**src/rtl/n8_pkg.sv**
```systemverilog
`default_nettype none
// ============================================================================
// Package  : n8_pkg
// Purpose  : Shared types and default timing constants for the n8 controller
//            move conditioner (direction FSM states, direction codes).
// Revision : 1.0 - initial release
// ============================================================================
package n8_pkg;

    // Direction FSM states
    typedef enum logic [2:0] {
        ST_IDLE       = 3'd0,
        ST_PRESS_DB   = 3'd1,
        ST_HOLD       = 3'd2,
        ST_REPEAT     = 3'd3,
        ST_RELEASE_DB = 3'd4
    } n8_state_t;

    // Latched direction; the encoding order is also the press priority
    typedef enum logic [1:0] {
        DIR_U = 2'd0,
        DIR_D = 2'd1,
        DIR_L = 2'd2,
        DIR_R = 2'd3
    } dir_t;

    // Default timings for a 50 MHz clock
    localparam int DEB_10MS   = 500000;
    localparam int HOLD_500MS = 25000000;
    localparam int REP_100MS  = 5000000;

    // One-hot pulse vector, bit index equals the direction code
    function automatic logic [3:0] dir_onehot(input dir_t d);
        dir_onehot = 4'b0001 << d;
    endfunction

endpackage
`default_nettype wire

```
**src/rtl/n8_btn_debounce.sv**
```systemverilog
`default_nettype none
// ============================================================================
// Module   : n8_btn_debounce
// Purpose  : Single-button debouncer. The stable level follows the input once
//            DEBOUNCE_CYC consecutive samples disagree with it; a rising
//            change of the stable level gives a one-cycle pulse.
// Ports    : clk        - system clock
//            reset_n    - asynchronous active-low reset
//            in         - raw button level (already synchronous to clk)
//            level      - debounced level
//            rise_pulse - one-cycle pulse on debounced rising edge
// Revision : 1.0 - initial release
// ============================================================================
module n8_btn_debounce #(
    parameter int DEBOUNCE_CYC = 500000
) (
    input  logic clk,
    input  logic reset_n,
    input  logic in,
    output logic level,
    output logic rise_pulse
);

    localparam int                c_CNT_W    = $clog2(DEBOUNCE_CYC);
    localparam logic [c_CNT_W-1:0] c_CNT_LAST = c_CNT_W'(DEBOUNCE_CYC - 1);

    logic               r_samp;
    logic               r_level;
    logic               r_rise;
    logic [c_CNT_W-1:0] r_cnt;

    // The input is registered once so that a level held from cycle 0
    // produces its pulse in cycle DEBOUNCE_CYC, aligned with the direction path.
    always_ff @(posedge clk or negedge reset_n) begin
        if (!reset_n) begin
            r_samp  <= 1'b0;
            r_level <= 1'b0;
            r_rise  <= 1'b0;
            r_cnt   <= '0;
        end else begin
            r_samp <= in;
            r_rise <= 1'b0;
            if (r_samp == r_level) begin
                r_cnt <= '0;
            end else if (r_cnt == c_CNT_LAST) begin
                r_level <= r_samp;
                r_rise  <= r_samp;
                r_cnt   <= '0;
            end else begin
                r_cnt <= r_cnt + 1'b1;
            end
        end
    end

    assign level      = r_level;
    assign rise_pulse = r_rise;

endmodule
`default_nettype wire

```
**src/rtl/n8_move_conditioner.sv**
```systemverilog
`default_nettype none
// ============================================================================
// Module   : n8_move_conditioner
// Purpose  : Turns raw n8 controller levels into one-cycle command pulses:
//            debounced, one direction at a time (U > D > L > R), with timed
//            auto-repeat while a direction is held. A and start are
//            debounced independently and pulse once per press.
// Ports    : clk, reset_n (async, active-low)
//            up/down/left/right/a/start - raw levels from the n8 driver
//            repeat_en   - 1 allows auto-repeat
//            shft_U/D/L/R, press_A, press_start - one-cycle pulses
//            dir_active  - high while a direction is accepted and held
// Revision : 1.0 - initial release
// ============================================================================
module n8_move_conditioner
    import n8_pkg::*;
#(
    parameter int DEBOUNCE_CYC = DEB_10MS,
    parameter int HOLD_CYC     = HOLD_500MS,
    parameter int REPEAT_CYC   = REP_100MS
) (
    input  logic clk,
    input  logic reset_n,
    input  logic up,
    input  logic down,
    input  logic left,
    input  logic right,
    input  logic a,
    input  logic start,
    input  logic repeat_en,
    output logic shft_U,
    output logic shft_D,
    output logic shft_L,
    output logic shft_R,
    output logic press_A,
    output logic press_start,
    output logic dir_active
);

    localparam int c_MAX_DH = (DEBOUNCE_CYC > HOLD_CYC) ? DEBOUNCE_CYC : HOLD_CYC;
    localparam int c_MAX    = (c_MAX_DH > REPEAT_CYC) ? c_MAX_DH : REPEAT_CYC;
    localparam int c_CNT_W  = $clog2(c_MAX);

    localparam logic [c_CNT_W-1:0] c_DEB_LAST  = c_CNT_W'(DEBOUNCE_CYC - 1);
    localparam logic [c_CNT_W-1:0] c_HOLD_LAST = c_CNT_W'(HOLD_CYC - 1);
    localparam logic [c_CNT_W-1:0] c_REP_LAST  = c_CNT_W'(REPEAT_CYC - 1);

    if (DEBOUNCE_CYC < 2 || HOLD_CYC < 2 || REPEAT_CYC < 2) begin : g_bad_params
        $error("n8_move_conditioner: DEBOUNCE_CYC, HOLD_CYC and REPEAT_CYC must all be >= 2");
    end

    n8_state_t          r_state;
    dir_t               r_dir;
    logic [c_CNT_W-1:0] r_cnt;
    logic [3:0]         r_pulse;
    logic               r_dir_active;

    logic [3:0] w_dirs;
    logic       w_held;
    logic       w_any;
    dir_t       w_prio;
    logic       w_pulsed_last;

    assign w_dirs        = {right, left, down, up};
    assign w_held        = w_dirs[r_dir];
    assign w_any         = |w_dirs;
    assign w_pulsed_last = |r_pulse;

    always_comb begin
        w_prio = DIR_R;
        if (up)        w_prio = DIR_U;
        else if (down) w_prio = DIR_D;
        else if (left) w_prio = DIR_L;
    end

    // In HOLD and REPEAT the counter does not advance in the cycle the pulse
    // is visible, so HOLD_CYC / REPEAT_CYC are the idle cycles between pulses.
    // Entering HOLD from RELEASE_DB has no pulse and counts immediately.
    always_ff @(posedge clk or negedge reset_n) begin
        if (!reset_n) begin
            r_state      <= ST_IDLE;
            r_dir        <= DIR_U;
            r_cnt        <= '0;
            r_pulse      <= '0;
            r_dir_active <= 1'b0;
        end else begin
            r_pulse <= '0;
            case (r_state)
                ST_IDLE: begin
                    r_cnt <= '0;
                    if (w_any) begin
                        r_dir   <= w_prio;
                        r_state <= ST_PRESS_DB;
                    end
                end
                ST_PRESS_DB: begin
                    if (!w_held) begin
                        r_state <= ST_IDLE;
                        r_cnt   <= '0;
                    end else if (r_cnt == c_DEB_LAST) begin
                        r_pulse      <= dir_onehot(r_dir);
                        r_state      <= ST_HOLD;
                        r_cnt        <= '0;
                        r_dir_active <= 1'b1;
                    end else begin
                        r_cnt <= r_cnt + 1'b1;
                    end
                end
                ST_HOLD: begin
                    if (!w_held) begin
                        r_state <= ST_RELEASE_DB;
                        r_cnt   <= '0;
                    end else if (!repeat_en) begin
                        r_cnt <= '0;
                    end else if (r_cnt == c_HOLD_LAST) begin
                        r_pulse <= dir_onehot(r_dir);
                        r_state <= ST_REPEAT;
                        r_cnt   <= '0;
                    end else if (!w_pulsed_last) begin
                        r_cnt <= r_cnt + 1'b1;
                    end
                end
                ST_REPEAT: begin
                    if (!w_held) begin
                        r_state <= ST_RELEASE_DB;
                        r_cnt   <= '0;
                    end else if (!repeat_en) begin
                        r_state <= ST_HOLD;
                        r_cnt   <= '0;
                    end else if (r_cnt == c_REP_LAST) begin
                        r_pulse <= dir_onehot(r_dir);
                        r_cnt   <= '0;
                    end else if (!w_pulsed_last) begin
                        r_cnt <= r_cnt + 1'b1;
                    end
                end
                ST_RELEASE_DB: begin
                    if (w_held) begin
                        r_state <= ST_HOLD;
                        r_cnt   <= '0;
                    end else if (r_cnt == c_DEB_LAST) begin
                        r_state      <= ST_IDLE;
                        r_cnt        <= '0;
                        r_dir_active <= 1'b0;
                    end else begin
                        r_cnt <= r_cnt + 1'b1;
                    end
                end
                default: begin
                    r_state      <= ST_IDLE;
                    r_cnt        <= '0;
                    r_dir_active <= 1'b0;
                end
            endcase
        end
    end

    logic w_unused_a_level;
    logic w_unused_start_level;

    n8_btn_debounce #(
        .DEBOUNCE_CYC (DEBOUNCE_CYC)
    ) u_deb_a (
        .clk        (clk),
        .reset_n    (reset_n),
        .in         (a),
        .level      (w_unused_a_level),
        .rise_pulse (press_A)
    );

    n8_btn_debounce #(
        .DEBOUNCE_CYC (DEBOUNCE_CYC)
    ) u_deb_start (
        .clk        (clk),
        .reset_n    (reset_n),
        .in         (start),
        .level      (w_unused_start_level),
        .rise_pulse (press_start)
    );

    assign shft_U     = r_pulse[DIR_U];
    assign shft_D     = r_pulse[DIR_D];
    assign shft_L     = r_pulse[DIR_L];
    assign shft_R     = r_pulse[DIR_R];
    assign dir_active = r_dir_active;

endmodule
`default_nettype wire

```
**config.mk**
```make
export PLATFORM = sky130hd
export DESIGN_NAME = n8_move_conditioner
export DESIGN_NICKNAME = d
export VERILOG_FILES = /design/src/rtl/n8_pkg.sv /design/src/rtl/n8_btn_debounce.sv /design/src/rtl/n8_move_conditioner.sv
export SDC_FILE = /design/constraint.sdc
export NUM_CORES = 1
export LEC_CHECK = 0
export ABC_AREA = 1
export CELL_PAD_IN_SITES_DETAIL_PLACEMENT = 0
export CELL_PAD_IN_SITES_GLOBAL_PLACEMENT = 2
export CORE_MARGIN = 8
export CORE_UTILIZATION = 32
export CTS_CLUSTER_DIAMETER = 50
export CTS_CLUSTER_SIZE = 25
export DETAILED_ROUTE_END_ITERATION = 16
export GPL_ROUTABILITY_DRIVEN = 1
export PLACE_DENSITY_LB_ADDON = 0.1
export SYNTH_ARGS = -nofsm -noshare
export SYNTH_HDL_FRONTEND = slang
export SYNTH_HIERARCHICAL = 1
export SYNTH_SLANG_ARGS = --single-unit
```
**constraint.sdc**
```tcl
create_clock -name clk -period 1.77 [get_ports clk]
set_clock_uncertainty 0.2 [all_clocks]
set_input_delay 0.177 -clock clk [delete_from_list [all_inputs] [get_ports clk]]
set_output_delay 0.177 -clock clk [all_outputs]
set_load 0.05 [all_outputs]
```
=== After elaboration in Yosys (flattened, before gate mapping) ===
Cells that the tools add are included.

* Input bits: 9
* Flip-flop bits (word level): 79
* Output and inout port bits: 7

* Shifts and indexed selects: 1
* Magnitude comparators: 1
* Add/sub/neg operators: 3
* Reduce and logical (&&, ||, !) cells: 9
* Bitwise logic cells: 3
* Muxes and demuxes: 49
* Equal/unequal tests: 21

{| class="wikitable"
|+ Operators with widths
! cell !! number
|-
| 25-bit 2-to-1 mux || 10
|-
| 25-bit case mux with 4 select lines || 1
|-
| 19-bit 2-to-1 mux || 4
|-
| 19-bit by 1-bit adder with 19-bit output, second input constant || 2
|-
| 19-bit == test, second input constant || 2
|-
| 4-bit 2-to-1 mux || 8
|-
| 3-bit 2-to-1 mux || 10
|-
| 25-bit by 1-bit adder with 25-bit output, second input constant || 1
|-
| 25-bit by 19-bit == test with 1-bit output, second input constant || 1
|-
| 25-bit by 23-bit == test with 1-bit output, second input constant || 1
|-
| 25-bit == test, second input constant || 1
|-
| 3-bit != test, second input constant || 5
|-
| 3-bit case mux with 5 select lines || 1
|-
| 4-bit case mux with 3 select lines || 1
|-
| 1-bit 2-to-1 mux || 10
|-
| 2-bit != test, second input constant || 5
|-
| 4-bit OR reduction || 2
|-
| 3-bit by 2-bit == test with 1-bit output, second input constant || 2
|-
| 2-bit AND reduction || 3
|-
| 6-bit AND reduction || 1
|-
| 5-bit AND reduction || 1
|-
| 2-bit 2-to-1 mux || 2
|-
| 1-bit by 2-bit left shift with 4-bit output, first input constant || 1
|-
| 3-bit by 1-bit == test with 1-bit output, second input constant || 1
|-
| other kinds (8) || 11
|}

=== Longest topological paths before layout ===
* Depth in word-level cells: 6
* Mapped depth: 15
* Gate-level depth less buffers: 13

=== By module ===
The synthesis kept the hierarchy.

{| class="wikitable"
|+ Modules (own cells, without submodules)
! module !! area each (µm²) !! cells each !! times used
|-
| n8_move_conditioner || 2812.7 || 458 || 1
|-
| n8_btn_debounce (u_deb_a) || 1198.6 || 148 || 1
|-
| n8_btn_debounce (u_deb_start) || 1194.9 || 147 || 1
|}

=== Worst setup path after synthesis ===
Ideal clock, no wire load.

* Kind: register to register
* From: reg r_pulse[3]
* To: reg, netlist name r_cnt[13]
* Arrival: 1657 ps
* Data required time: 1501 ps
* Buffers on the path: 2
* Stages on the path, launching flop included: 7
* Setup time: 69 ps
* Path slack: -156 ps
* Cell sequence: dfrtp_1 nor2_1 nand2_1 clkbuf_1 buf_1 a21oi_1 nor2_2

{| class="wikitable"
|+ RTL lines
! what !! RTL line !! RTL
|-
| from (decl) || n8_move_conditioner.sv:55 || <nowiki>logic [3:0] r_pulse;</nowiki>
|-
| from (signal assigned) || n8_move_conditioner.sv:101 || <nowiki>r_pulse <= dir_onehot(r_dir);</nowiki>
|-
| from (signal assigned) || n8_move_conditioner.sv:116 || <nowiki>r_pulse <= dir_onehot(r_dir);</nowiki>
|-
| from (signal assigned) || n8_move_conditioner.sv:131 || <nowiki>r_pulse <= dir_onehot(r_dir);</nowiki>
|}

==> impl_metrics.csv <==
group,metric,value,unit
place,dp_cells,1096,
timing,setup_viol,32,
layout,design_area,7130,um^2
synthesis,synth-async-reset-ratio,100,%
detailed_routing,vias,5341,
timing,fin_ws,-0.209,ns
pwr,vdd_drop_max,655,uV
clock_tree,cts_sinks,79,
status,status,"finished with violations",
detailed_routing,routedWlPerCell,14.4,um
global_routing,overflow,0,
critical_path,cp.arrival,2.02,ns
status,violations,"negative setup slack",
place,hpwl,12500,um
global_routing,grt_pass1_wl,26500,um
global_routing,grt_util_met1,20.5,%
layout,drive_gt1_share,32.9,%
layout,multi_input_area,2990,um^2
synthesis,ys.warnings.count,6,
detailed_routing,first_pass_iters,5,
clock_tree,cts_tree,"done",
synthesis,yosysUniqueCellTypes,36,
critical_path,cp-start-kind,"flop",
clock_tree,clk_latency,0.35,ns
clock_tree,cts_htree_levels,3,
floorplanning,die-area,20600,um^2
timing,finalCriticalPeriod,1.98,ns
layout,stdcell_count,1125,
floorplanning,rows,46,
global_routing,antenna_found_initial,0,
synthesis,ys_seq_area_share,38.0,%
synthesis,synth_most_common_cell,"nand2_1",
pwr,power.density,793,nW/um^2
clock_tree,clockRootBuffer,"clkbuf_16",
global_routing,busiest_layer,"met2",
synthesis,syn_area,5210,um^2
synthesis,synth_top_cell_by_area,"dfrtp_1",
layout,nNetsFinal,916,
synthesis,synth-main-ff-cell,"dfrtp_1",
layout,fillCellCount,1633,
timing,finalHoldViolations,0,
synthesis,synth_seq_cells,79,
place,port-buffer-count,15,
timing,drv_slew,0,
detailed_routing,viasPerCell,4.75,
synthesis,synth_common_cells,"nand2_1 (183), nor2_1 (140), dfrtp_1 (79), inv_1 (79), nand3_1 (73)",
layout,area_growth,37.0,%
critical_path,path_max_fanout,9,
layout,diodes,0,
global_routing,grt_pass1_vias,5190,
synthesis,synth.top_cell.area_share,38.0,%
critical_path,cp_data_required_time,1.81,ns
synthesis,ys_top_cells_by_area,"dfrtp_1 (38%), nand2_1 (13%), nor2_1 (10%), nand3_1 (7.0%), inv_1 (5.7%)",
detailed_routing,drtIter0Drc,308,
timing,period_share,112,%
global_routing,grt_max_degree,39,
floorplanning,die_width,144,um
synthesis,avgSynthCellArea,6.91,um^2
floorplanning,coreArea,15900,um^2
place,dpl_cell_area,6520,um^2
floorplanning,io_pins,16,
detailed_routing,totalWireLength,16200,um
global_routing,grt_usage,16.5,%
detailed_routing,drc_errors,0,
place,place_ws,-0.411,ns
hold_path,hold_path.class,"input pin to flop",
job,cap_violations,0,
critical_path,crit_type,"flop to flop",
floorplanning,start_util,32.8,%
synthesis,synth_enable_flop_cells,0,
timing,worstMarginPinSlew,0.546,ns
timing,fmax,505,MHz
timing,rsz0062_at_grt,"true",
clock_tree,cts.path.max_buffers,2,
clock_tree,clk_pin_slew,0.06,ns
critical_path,crit_path_end_kind,"flop",
layout,seqCellArea,1990,um^2
synthesis,syn_inst,753,
detailed_routing,drtAntennaViolNets,0,
global_routing,grt_use_met3,3.48,%
global_routing,use_met2,28.6,%
pwr,leakage,3.29,nW
floorplanning,die_h,144,um
synthesis,synth.net_count,765,
timing,slew_headroom,63.4,%
clock_tree,cts_buffers,9,
place,place.gp.congestion,0.974,
[sequential cells by signal, indices dropped and copies added, names as in the netlist]
register and flops:
r_state 3, u_deb_start/rise_pulse 1, u_deb_a/r_samp 1, r_pulse 4, u_deb_start/r_samp 1, dir_active 1
u_deb_start/level 1, u_deb_start/r_cnt 19, r_cnt 25, u_deb_a/rise_pulse 1, u_deb_a/level 1, r_dir 2
u_deb_a/r_cnt 19
[per-stage QoR]
step	power (mW)	TNS, ns	hold slack, ns	utilization, %
after global routing	5.98	-8.07	0.0598	44.9
after global placement	3.59	-10.22	-0.0825	41.1
final	5.66	-5.04	0.0638	44.9
after floorplan	2.85	-1.32	-0.319	-
after detailed placement	3.60	-10.87	-0.0725	41.1
after CTS	5.69	-5.14	0.0564	43.9
[worst paths after layout]
path                                             from                              end  slack [ns]  cells past startpoint
min in group asynchronous                     reset_n  u_deb_start/r_cnt[15]$_DFF_PN0_        0.11                      2
max in group asynchronous                     reset_n              r_cnt[18]$_DFF_PN0_        0.69                      3
setup / recovery                  r_cnt[21]$_DFF_PN0_               r_cnt[4]$_DFF_PN0_       -0.21                     12
setup reg to reg                  r_cnt[21]$_DFF_PN0_               r_cnt[4]$_DFF_PN0_       -0.21                     12
hold / removal                                  start     u_deb_start/r_samp$_DFF_PN0_        0.06                      1
hold reg to reg            u_deb_a/r_cnt[0]$_DFF_PN0_       u_deb_a/r_cnt[0]$_DFF_PN0_        0.26                      1
[report_power, final]
| part | switching (mW) | internal [mW] | total [mW] | leakage (nW) |
|---|---|---|---|---|
| clock | 0.824 | 1.10 | 1.92 | 0.136 |
| combinational | 0.976 | 0.771 | 1.75 | 2.09 |
| sequential | 0.101 | 1.89 | 1.99 | 1.07 |
| total | 1.90 | 3.76 | 5.66 | 3.29 |
[final cells by class]
cell class | instances | area share (%)
Clock buffer | 11 | 3.26
Clock inverter | 5 | 0.825
Inverter | 97 | 5.21
Multi-Input combinational cell | 567 | 41.9
Sequential cell | 79 | 27.9
Tap cell | 216 | 3.79
Timing Repair Buffer | 150 | 17.1
[kinds of logic (layout without fill, tap and decap cells)]
group	count (synthesis)	after routing	share of synthesized area, %
adders and majority gates	3	3	0.721
and+or+nand+nor	487	487	43.3
buffers and inverters	107	263	8.51
AOI/OAI and AO/OA	56	56	5.70
xor gates and xnor gates	21	21	3.82
DFF	79	79	38.0
[metal layers]
| layer | wire length, um | vias to the layer above | share of wire (%) |
|---|---|---|---|
| met5 | 0 | - | 0 |
| met4 | 214 | 0 | 1.3 |
| met3 | 592 | 15 | 3.7 |
| met2 | 8080 | 90 | 50 |
| met1 | 7320 | 2550 | 45 |
| li1 | - | 2686 | - |
[critical path, cell delays in order (launching register included)]
cell	delay [ns]
dfrtp_1	0.41
nor2_1	0.13
buf_4	0.16
inv_2	0.04
nor2_2	0.07
nand2_1	0.07
nor2_2	0.13
nand2_2	0.10
nand2_4	0.14
nand3_4	0.14
buf_12	0.18
nand2_1	0.06
nor2_1	0.03
[what timing repair did]
| action | CTS | global route |
|---|---|---|
| gates resized for setup | 40 | 37 |
| endpoints found under the hold margin | 79 | 0 |
| pin swaps | 12 | 15 |
| hold buffers | 1 | 0 |
| cloned | 0 | 0 |
| setup buffers | 6 | 7 |
| setup endpoints to repair | 32 | 47 |
[layout by cell type, fill, tap and decap left out, types with 5 or more instances in the layout]
cell / synthesis / layout
xor2_1: 15 / 15
nand3_2: 10 / 14
clkbuf_16: 0 / 9
nand4_1: 15 / 15
buf_6: 4 / 7
nor2_4: 7 / 9
clkdlybuf4s50_1: 0 / 7
nand2_2: 17 / 28
o21ai_0: 11 / 8
a21oi_1: 22 / 17
inv_1: 79 / 73
buf_4: 2 / 131
nand2_4: 2 / 6
nor3_1: 16 / 12
dfrtp_1: 79 / 69
nor2_2: 15 / 31
nand2_1: 183 / 168
nor3_2: 1 / 5
o21ai_1: 15 / 17
dfrtp_2: 0 / 10
a21oi_2: 0 / 5
nand3_1: 73 / 68
nor2_1: 140 / 122
inv_2: 16 / 20
Power figures use the tool's default switching activity.
